`src/rtl/alu_result_sink.sv`:
```
// alu_result_sink: consumer end of the ALU/shifter interface.
// Buffers register writebacks in a small first-word fall-through FIFO, keeps the
// architectural S/Z/C/V register and resolves branches against forwarded flags.
module alu_result_sink #(
  parameter int DEPTH  = 2,
  parameter int RWIDTH = 3
) (
  input  logic              clk,
  input  logic              rst,
  input  logic              in_valid,
  output logic              in_ready,
  input  logic [3:0]        in_op,
  input  logic [15:0]       in_res,
  input  logic [3:0]        in_szcv,
  input  logic [RWIDTH-1:0] in_rd,
  input  logic              in_setf,
  output logic              wb_valid,
  input  logic              wb_ready,
  output logic [RWIDTH-1:0] wb_addr,
  output logic [15:0]       wb_data,
  input  logic              br_req,
  input  logic [2:0]        br_cond,
  output logic              br_done,
  output logic              br_taken,
  output logic [3:0]        flags
);

  localparam int AW = (DEPTH > 1) ? $clog2(DEPTH) : 1;
  localparam logic [AW:0] FULL_CNT = (AW + 1)'(DEPTH);

  localparam logic [3:0] OP_ADD = 4'b0000;
  localparam logic [3:0] OP_SUB = 4'b0001;
  localparam logic [3:0] OP_CMP = 4'b0101;

  logic [RWIDTH+15:0] mem [DEPTH];
  logic [AW-1:0]      wr_ptr;
  logic [AW-1:0]      rd_ptr;
  logic [AW:0]        count;
  logic [AW:0]        count_next;
  logic               is_cmp;
  logic               full;
  logic               pop;
  logic               accept;
  logic               push;
  logic [3:0]         flags_next;
  logic               cond_taken;
  logic [RWIDTH+15:0] head;

  assign is_cmp   = (in_op == OP_CMP);
  assign full     = (count == FULL_CNT);
  assign wb_valid = (count != '0);
  assign pop      = wb_valid & wb_ready;
  // CMP never occupies a slot, so it is always accepted.
  assign in_ready = is_cmp | ~full | pop;
  assign accept   = in_valid & in_ready;
  assign push     = accept & ~is_cmp;

  // Outputs read as zero whenever the FIFO is empty (including after reset).
  assign head    = mem[rd_ptr];
  assign wb_addr = wb_valid ? head[RWIDTH+15:16] : '0;
  assign wb_data = wb_valid ? head[15:0] : '0;

  // Occupancy update from independent push/pop.
  always_comb begin
    count_next = count;
    case ({push, pop})
      2'b10:   count_next = count + (AW + 1)'(1);
      2'b01:   count_next = count - (AW + 1)'(1);
      default: count_next = count;
    endcase
  end

  // Flag value after this cycle's accept; V is only meaningful for ADD/SUB.
  always_comb begin
    flags_next = flags;
    if (accept && in_setf) begin
      flags_next[3:1] = in_szcv[3:1];
      flags_next[0]   = ((in_op == OP_ADD) || (in_op == OP_SUB)) ? in_szcv[0] : 1'b0;
    end
  end

  // Branch condition evaluated on the forwarded flags.
  always_comb begin
    cond_taken = 1'b0;
    case (br_cond)
      3'b000:  cond_taken = flags_next[2];
      3'b001:  cond_taken = flags_next[3] ^ flags_next[0];
      3'b010:  cond_taken = flags_next[2] | (flags_next[3] ^ flags_next[0]);
      3'b011:  cond_taken = ~flags_next[2];
      3'b100:  cond_taken = 1'b1;
      default: cond_taken = 1'b0;
    endcase
  end

  // FIFO storage; a full-FIFO push with a pop overwrites the slot being consumed.
  always_ff @(posedge clk) begin
    if (push) mem[wr_ptr] <= {in_rd, in_res};
  end

  // Pointers, occupancy, flag register and branch result registers.
  always_ff @(posedge clk) begin
    if (rst) begin
      wr_ptr   <= '0;
      rd_ptr   <= '0;
      count    <= '0;
      flags    <= '0;
      br_done  <= 1'b0;
      br_taken <= 1'b0;
    end else begin
      if (push) wr_ptr <= wr_ptr + AW'(1);
      if (pop)  rd_ptr <= rd_ptr + AW'(1);
      count    <= count_next;
      flags    <= flags_next;
      br_done  <= br_req;
      br_taken <= br_req & cond_taken;
    end
  end

endmodule

```
`config.mk`:
```
export PLATFORM = sky130hd
export DESIGN_NAME = alu_result_sink
export DESIGN_NICKNAME = d
export VERILOG_FILES = /design/src/rtl/alu_result_sink.sv
export SDC_FILE = /design/constraint.sdc
export NUM_CORES = 1
export LEC_CHECK = 0
export BUFFER_PORTS_ARGS = -buffer_cell sky130_fd_sc_hd__buf_2
export CORE_UTILIZATION = 54
export DETAILED_ROUTE_END_ITERATION = 8
export PLACE_DENSITY = 0.92
export RECOVER_POWER = 100
export SETUP_SLACK_MARGIN = 0.2
export SLEW_MARGIN = 0
export SYNTH_ARGS = -nofsm -noshare
export SYNTH_HDL_FRONTEND = slang
export SYNTH_SLANG_ARGS = --single-unit
```
`constraint.sdc`:
```
create_clock -name clk -period 5.4 [get_ports clk]
set_input_delay 0.27 -clock clk [delete_from_list [all_inputs] [get_ports clk]]
set_output_delay 0.27 -clock clk [all_outputs]
set_load 0.05 [all_outputs]
```
==> run_results.csv, run 1 <==
group,metric,value,unit
outcome,status,"finished, violations left",
outcome,violations,"max-capacitance violations, max-slew violations",
pwr,switching_share,46.0,%
setup_path,regToRegSetupSlack,3060,ps
synthesis,ys_warn_count,0,
clock_network,cts_setup_buffers,0,
route,first_pass_iters,6,
grt,grt_pass1_wl,5250,µm
setup_path,crit_slowest_cell,"dfxtp_1",
route,via_per_inst,4.99,
pwr,pwr-share-seq,40.3,%
grt,grt_max_degree,22,
synthesis,synth_seq_cells,49,
route,drc,0,
worst_hold_path,min_path_type,"in2reg",
placed_design,port_buffers,62,
grt,grt_usage,18.0,%
floorplanning,initial_core_util,57.8,%
pwr,p_sw,0.000574,W
timing,hold_viol_final,0,
setup_path,path_buf_inv,1,
clock_network,cts_tree,"yes",
setup_path,crit_fanout,19,
final_layout,layout.nets,240,
route,via_count,1247,
final_layout,drive_gt1_share,16.7,%
grt,antenna_found_initial,0,
setup_path,crit_path_start_kind,"register",
final_layout,post-route-util,68.5,%
pwr,p_leak,0.846,nW
synthesis,yosysTopAreaCell,"edfxtp_1",
worst_hold_path,holdPathStages,1,
route,dr.first_iter.drc_count,27,
clock_network,ctsHtreeMaxLevel,2,
synthesis,yosysUniqueCellTypes,25,
timing,whs,160,ps
floorplanning,die-height,62.7,µm
setup_path,rr_worst_depth,3,
route,wl_per_cell,13.0,µm
setup_path,reg2reg_from,"count[1]",
timing,worst_slew_pin_slew,1530,ps
route,postRouteAntennaNets,0,
clock_network,hold_buffers,0,
clock_network,clockRootBuffer,"clkbuf_8",
synthesis,synth_common_cells,"edfxtp_1, nor2_1, mux2i_1",
grt,grt-ovfl-total,0,
synthesis,syn_nets,175,
synthesis,async_flop_share,0,%
synthesis,synth_edf_count,38,
synthesis,avgSynthCellArea,14.4,µm²
timing,skew,2.48,ps
timing,final_max_slew_viol_count,40,
timing,rsz0062_at_grt,"false",
pwr,combinationalPowerShare,43.2,%
job,maxCapViolations,2,
clock_network,cts.sinks,49,
clock_network,numCtsBuffers,5,
placed_design,hpwlAfterDp,2340,µm
synthesis,syn_area,1990,µm²
final_layout,antenna_cells,0,
synthesis,synth.top_cell.area_share,57.4,%
timing,setup_viol,0,
final_layout,fin_cells,250,
clock_network,clockBufferDepth,2,
setup_path,critPathRequiredTime,5130,ps
pwr,p_total,0.00125,W
worst_hold_path,worst_hold_path.endpoint,"mem[1][8]",
synthesis,ys_dominant_reg_cell,"edfxtp_1",
floorplanning,rows,21,
setup_path,crit_type,"reg2out",
synthesis,syn_inst,138,
floorplanning,die_w,62.7,µm
placed_design,dp.cells,242,
setup_path,critPathCaptureType,"primary output",
floorplanning,die_area,3930,µm²
synthesis,synth_seq_area_share,68.4,%
route,drt_wl_total,3260,µm
worst_hold_path,min_from,"in_res[8]",
timing,slew_headroom,-2.29,%
synthesis,yosysMostFrequentCell,"edfxtp_1",
timing,timing.fmax,416,MHz
final_layout,area_delta_synth_final,18.5,%
timing,layout_min_cycle_time,2400,ps
setup_path,slowest_delay,1010,ps
pwr,vdd_drop_max,240,µV
pwr,clkPwrFrac,16.5,%
clock_network,clk-insertion-delay-late,290,ps
floorplanning,core_area,3440,µm²
timing,fin_crit_sh,44.5,%
placed_design,globalplace.congestion,0.734,
setup_path,worstPathArrival,2130,ps
grt,grt_pass1_vias,1163,
pwr,cellPowerDensity,530,nW/µm²
setup_path,crit_chain,"mux2i_1 > nor2_1 > clkbuf_1",
synthesis,synth.area.top_cells,"edfxtp_1, mux2i_1, dfxtp_1, nor2_1, nand4bb_4",
timing,tns,0,ps
floorplanning,pin_count,63,
clock_network,cts_resized,0,
setup_path,critical-path-top-delay-family,"flip-flops",
clock_network,clk_pin_slew,80,ps
pwr,internal-power,0.000674,W
setup_path,r2r-end,"mem[0][14]",
-- logic make-up (layout without fill, tap and decap cells) --
family / count (synthesis) / in the layout / synth area share [%]
muxes: 24 / 24 / 12.1
buffers and inverters: 9 / 75 / 1.82
AOI/OAI and AO/OA: 6 / 6 / 2.39
and+or+nand+nor: 43 / 43 / 12.0
xor gates and xnor gates: 6 / 6 / 2.64
DFF: 49 / 49 / 68.4
adders and majority gates: 1 / 1 / 0.629
-- sequential cells by signal, summed over array words and instances (netlist names), named ones only --
register,cells
flags,4
br_taken,1
wr_ptr,1
mem,38
br_done,1
rd_ptr,1
count,2
-- cell usage in the layout, fill, tap and decap left out, drive strengths merged --
cell type,count
or3,1
nand3b,1
and4b,1
nor3,1
xnor2,3
nand2,3
xor2,3
nand2b,1
nor4b,1
nand4bb,1
nor3b,1
o21ai,3
clkinvlp,1
buf,22
a21oi,2
ha,1
clkinv,1
nor2b,1
edfxtp,38
nor2,30
nor4,1
a32o,1
inv,5
clkbuf,46
mux2i,24
dfxtp,11
-- worst max-delay path by stage --
stage	startpoint	to	depth (start not counted)
after floorplan	count[0]	mem[0][0]	3
after global placement	count[0]	mem[1][10]	3
after detailed placement	count[0]	mem[0][16]	3
after CTS	register	wb_data[7]	3
after global routing	register	wb_data[10]	3
final	register	wb_data[12]	3
-- stage by stage --
| stage | instance area, µm² | setup WS (ps) |
|---|---|---|
| 3_3_place_gp | 2350 | 3530 |
| 4_1_cts | 2440 | 3200 |
| 2_1_floorplan | 1990 | 3430 |
| 3_5_place_dp | 2350 | 3420 |
| 6_report | 2360 | 3000 |
| 5_1_grt | 2360 | 2850 |
-- cell type report --
type | instances | area [µm²]
Sequential cell | 49 | 1360
Fill cell | 276 | 1080
Multi-Input combinational cell | 80 | 569
Timing Repair Buffer | 63 | 264
Clock buffer | 5 | 68.8
Tap cell | 46 | 57.6
Clock inverter | 3 | 21.3
Inverter | 4 | 15.0
-- power by group through the flow --
stage / clock network [W] / registers, W / logic (W)
2_1_floorplan: 0 / 0.000492 / 0.000464
3_3_place_gp: 0 / 0.000510 / 0.000562
3_5_place_dp: 0 / 0.000515 / 0.000573
4_1_cts: 0.000213 / 0.000506 / 0.000571
5_1_grt: 0.000230 / 0.000510 / 0.000570
6_report: 0.000206 / 0.000503 / 0.000539
-- metal layers --
metal | vias up | track usage (%) | wire [µm]
met1 | 574 | 21.9 | 1440
met5 | - | 0 | 0
met2 | 49 | 29.2 | 1570
met3 | 4 | 6.20 | 198
li1 | 620 | - | -
met4 | 0 | 6.98 | 51
No activity file was read; power rests on OpenSTA's default activity.
==> run 2: changes to the inputs <==
Settings changed: CORE_UTILIZATION 54 to 45, PLACE_DENSITY 0.92 to 0.83.
Clock period 5.4 ns to 2.05 ns, I/O delays scaled along.
==> run 2 against run 1 <==
The flow now finishes without violations. Cell area rose by 13%. Clock skew increased by 8.3 ps. Hold slack worse by 150 ps. Global-route usage is 0.87 points lower. Sequential power increased to 2.5 times the previous value. Critical path depth rose by 1. Total power grew to 2.8 times the previous value. Register-to-register slack worse by 2800 ps.
==> run_results.csv, run 2 (synthesized netlist as in run 1, its figures left out) <==
group,metric,value,unit
timing,layout_min_cycle_time,1780,ps
route,drt_wl_total,3870,µm
outcome,status,"finished, final reports clean",
grt,grt_usage,17.1,%
route,via_per_inst,4.89,
grt,grt_max_degree,21,
timing,final_max_slew_viol_count,0,
route,postRouteAntennaNets,0,
clock_network,cts_tree,"yes",
worst_hold_path,worst_hold_path.endpoint,"br_done",
floorplanning,core_area,4120,µm²
worst_hold_path,min_from,"br_req",
final_layout,area_delta_synth_final,34.1,%
final_layout,final_common_cell,"edfxtp_1",
timing,hold_viol_final,0,
placed_design,post-place-ws,248,ps
final_layout,final_cell_mix,"edfxtp_1, nor2_1, buf_2, mux2i_1, clkbuf_2",
pwr,cellPowerDensity,1330,nW/µm²
grt,grt-ovfl-total,0,
route,dr.first_iter.drc_count,106,
timing,fin_crit_sh,86.8,%
setup_path,critPathRequiredTime,1950,ps
timing,rsz0062_at_grt,"false",
floorplanning,rows,23,
timing,setup_viol,0,
floorplanning,pin_count,63,
final_layout,antenna_cells,0,
job,maxCapViolations,0,
final_layout,regMostFlops,"mem",
route,drc,0,
clock_network,clk-insertion-delay-late,300,ps
placed_design,port_buffers,62,
grt,grt_pass1_wl,5530,µm
worst_hold_path,min_path_type,"in2reg",
route,first_pass_iters,4,
placed_design,hpwlAfterDp,2580,µm
timing,fin_ws,271,ps
clock_network,clockRootBuffer,"clkbuf_8",
clock_network,clockBufferDepth,2,
final_layout,largest_reg_flops,38,
clock_network,cts_resized,0,
clock_network,cts.sinks,49,
final_layout,drive_gt1_share,28.1,%
setup_path,crit_fanout,20,
timing,worst_slew_pin_slew,607,ps
pwr,p_leak,1.05,nW
timing,slew_headroom,59.7,%
setup_path,crit_path_start_kind,"register",
timing,skew,10.8,ps
clock_network,clk_pin_slew,80,ps
setup_path,r2r-end,"count[1]",
setup_path,regToRegSetupSlack,280,ps
final_layout,layout.nets,267,
worst_hold_path,holdPathStages,3,
setup_path,rr_worst_depth,5,
timing,whs,6.07,ps
floorplanning,die_area,4690,µm²
floorplanning,initial_core_util,48.3,%
clock_network,ctsHtreeMaxLevel,2,
grt,antenna_found_initial,0,
setup_path,worstPathArrival,1680,ps
clock_network,numCtsBuffers,5,
pwr,vdd_drop_max,626,µV
floorplanning,die_w,68.5,µm
floorplanning,die-height,68.5,µm
timing,timing.fmax,562,MHz
final_layout,largestRegisters,"mem x38, flags x4, count x2",
route,wl_per_cell,13.8,µm
setup_path,critPathCaptureType,"primary output",
setup_path,crit_type,"reg2out",
setup_path,reg2reg_from,"count[0]",
grt,grt_pass1_vias,1252,
route,via_count,1374,
placed_design,globalplace.congestion,0.713,
timing,tns,0,ps
run 2: worst max path at each step:
stage | startpoint | endpoint | cells past startpoint
finish | count[0] | wb_data[15] | 4
detailed placement | count[0] | count[1] | 5
global placement | count[0] | count[1] | 5
global route | count[0] | wb_data[15] | 4
floorplan | count[0] | mem[0][0] | 3
CTS | count[0] | count[1] | 5
run 2: area by class of cell:
class	instances	area [µm²]
Clock buffer	6	72.6
Clock inverter	2	33.8
Fill cell	310	1450
Inverter	4	15.0
Multi-Input combinational cell	80	586
Sequential cell	49	1360
Tap cell	50	62.6
Timing Repair Buffer	90	537
run 2: power by group:
part           internal (W)  switching, W  leakage, nW  total, W
clock network      0.000360      0.000289       0.0528  0.000649
registers           0.00121     0.0000568        0.446   0.00126
logic              0.000426       0.00120        0.554   0.00163
run 2: metrics by stage:
step / cells / util [%] / cell area (µm²) / power (W)
2_1_floorplan: 138 / - / 1990 / 0.00252
3_3_place_gp: 251 / 58.1 / 2390 / 0.00287
3_5_place_dp: 251 / 58.1 / 2390 / 0.00290
4_1_cts: 277 / 65.1 / 2680 / 0.00357
5_1_grt: 281 / 64.8 / 2670 / 0.00372
6_report: 281 / 64.8 / 2670 / 0.00354
run 2: critical path, stage by stage, from the launching register on:
cell and delay, ps:
dfxtp_1 460, nor2_1 80, clkbuf_2 300, nor2_1 240, clkbuf_2 310
run 2: metal layers:
layer  GRT usage (%)  routed length, µm  vias up
li1                -                  -      674
met2            29.3               2030       58
met3            5.92                236        8
met1            19.0               1530      634
met4            7.81                 68        0
met5               0                  0        -
run 2: repair_timing:
| action | 4_1_cts | 5_1_grt |
|---|---|---|
| hold endpoints to repair | 36 | 2 |
| hold buffers | 18 | 1 |
| buffers inserted | 0 | 3 |
| endpoints found under the setup margin | 0 | 1 |
==> run 3: changes to the inputs <==
Settings changed: CORE_UTILIZATION 45 to 48, PLACE_DENSITY 0.83 to 0.84.
Clock period 2.05 ns to 2.3 ns, I/O delays scaled along.
==> run 3 against run 2 <==
Sequential share of layout area up 3.9 points. Clock power is 26% lower. Register-to-register slack gained 200 ps. Hold slack better by 7.5 ps. First-iteration DRC count fell by 75%. Total power down 16%. Sequential power down 11%. Critical path depth unchanged. Global-route usage rose by 0.074 points.
==> run_results.csv, run 3 (synthesized netlist as in run 1, its figures left out) <==
group,metric,value,unit
outcome,status,"finished, final reports clean",
clock_network,cts.sinks,49,
setup_path,crit_fanout,19,
grt,grt_max_degree,21,
grt,grt_usage,17.2,%
route,first_pass_iters,4,
setup_path,crit_chain,"clkbuf_2 > mux2i_1 > nor2_1 > clkbuf_1",
timing,tns,0,ps
setup_path,crit_path_start_kind,"register",
clock_network,cts_tree,"yes",
timing,fin_crit_sh,87.2,%
route,dr.first_iter.drc_count,27,
clock_network,numCtsBuffers,5,
setup_path,worstPathArrival,1890,ps
setup_path,critPathCaptureType,"primary output",
clock_network,clockRootBuffer,"clkbuf_8",
floorplanning,pin_count,63,
setup_path,rr_worst_depth,4,
final_layout,final_common_cell,"edfxtp_1",
job,maxCapViolations,0,
final_layout,multi_input_area,572,µm²
setup_path,slowest_delay,510,ps
route,drc,0,
final_layout,layout.nets,252,
grt,grt_pass1_wl,5340,µm
clock_network,clk-insertion-delay-late,290,ps
final_layout,regMostFlops,"mem",
timing,setup_viol,0,
worst_hold_path,holdPathStages,1,
final_layout,antenna_cells,0,
placed_design,port_buffers,62,
timing,worst_slew_pin_slew,639,ps
floorplanning,rows,23,
route,wl_per_cell,12.9,µm
grt,grt-ovfl-total,0,
floorplanning,initial_core_util,49.7,%
floorplanning,die-height,66.4,µm
final_layout,largest_reg_flops,38,
final_layout,register_area,1360,µm²
floorplanning,die_area,4410,µm²
final_layout,drive_gt1_share,20.8,%
grt,antenna_found_initial,0,
timing,final_max_slew_viol_count,0,
timing,timing.fmax,499,MHz
final_layout,final_cell_mix,"edfxtp_1, clkbuf_1, nor2_1, buf_2, mux2i_1",
route,via_per_inst,4.84,
timing,layout_min_cycle_time,2010,ps
final_layout,largestRegisters,"mem x38, flags x4, count x2",
pwr,cellPowerDensity,1200,nW/µm²
final_layout,fill_cells,337,
route,postRouteAntennaNets,0,
setup_path,crit_type,"reg2out",
worst_hold_path,min_from,"in_rd[1]",
worst_hold_path,min_path_type,"in2reg",
clock_network,clockBufferDepth,2,
clock_network,clk_pin_slew,90,ps
route,drt_wl_total,3440,µm
setup_path,critPathRequiredTime,2180,ps
pwr,p_total,0.00298,W
timing,hold_viol_final,0,
clock_network,ctsHtreeMaxLevel,2,
route,via_count,1287,
final_layout,area_delta_synth_final,24.5,%
floorplanning,die_w,66.4,µm
timing,rsz0062_at_grt,"false",
timing,slew_headroom,57.4,%
setup_path,regToRegSetupSlack,480,ps
pwr,p_leak,0.927,nW
floorplanning,core_area,4000,µm²
pwr,vdd_drop_max,526,µV
placed_design,hpwlAfterDp,2400,µm
placed_design,globalplace.congestion,0.715,
grt,grt_pass1_vias,1239,
timing,skew,7.14,ps
setup_path,crit_slowest_cell,"clkbuf_2",
setup_path,reg2reg_from,"count[0]",
run 3: cell types whose count changed in the layout (fill, tap and decap cells not counted), moves of 2 or more:
cell,change
clkbuf_4,-3
clkbuf_1,+15
clkinv_2,+2
dlygate4sd3_1,-10
clkbuf_2,-19
run 3: power breakdown:
part / switching [W] / internal (W)
clock network: 0.000270 / 0.000210
registers: 0.0000412 / 0.00108
logic: 0.00105 / 0.000338
run 3: final timing paths:
path                       to
setup / recovery  wb_data[14]
hold / removal     mem[0][17]
setup reg to reg    mem[1][1]
hold reg to reg      count[1]
run 3: cell type report:
| cell class | count | area share [%] |
|---|---|---|
| clock inverter | 3 | 0.707 |
| multi-input combinational | 80 | 23.1 |
| inverter | 4 | 0.606 |
| timing repair buffer | 75 | 15.4 |
| tap | 50 | 2.53 |
| clock buffer | 5 | 2.78 |
| sequential | 49 | 54.9 |
run 3: per-stage QoR:
step	instance area (µm²)	util [%]	std cells	hold WS, ps	setup slack (ps)
2_1_floorplan	1990	-	138	214	330
3_3_place_gp	2380	59.4	249	302	587
3_5_place_dp	2380	59.4	249	309	523
4_1_cts	2550	63.8	266	0.00906	505
5_1_grt	2480	61.9	266	8.85	223
6_report	2480	61.9	266	13.6	295
run 3: what timing repair did:
item                      4_1_cts  5_1_grt
setup buffers                   0        0
hold buffers                    9        0
hold endpoints to repair       16        0
resized for setup               0        0
run 3: metal layers:
layer,vias up,GRT usage (%),share of wire [%]
li1,644,-,-
met1,598,16.6,39
met2,41,32.7,54
met3,4,4.83,5.4
met4,0,8.51,1.7
met5,-,0,0
run 3: worst max-delay path, delay by kind of cell (launching register included):
family        cells  cell delay [ps]
mux               1              150
flops             1              310
simple gates      1              140
buf+inv           2              990
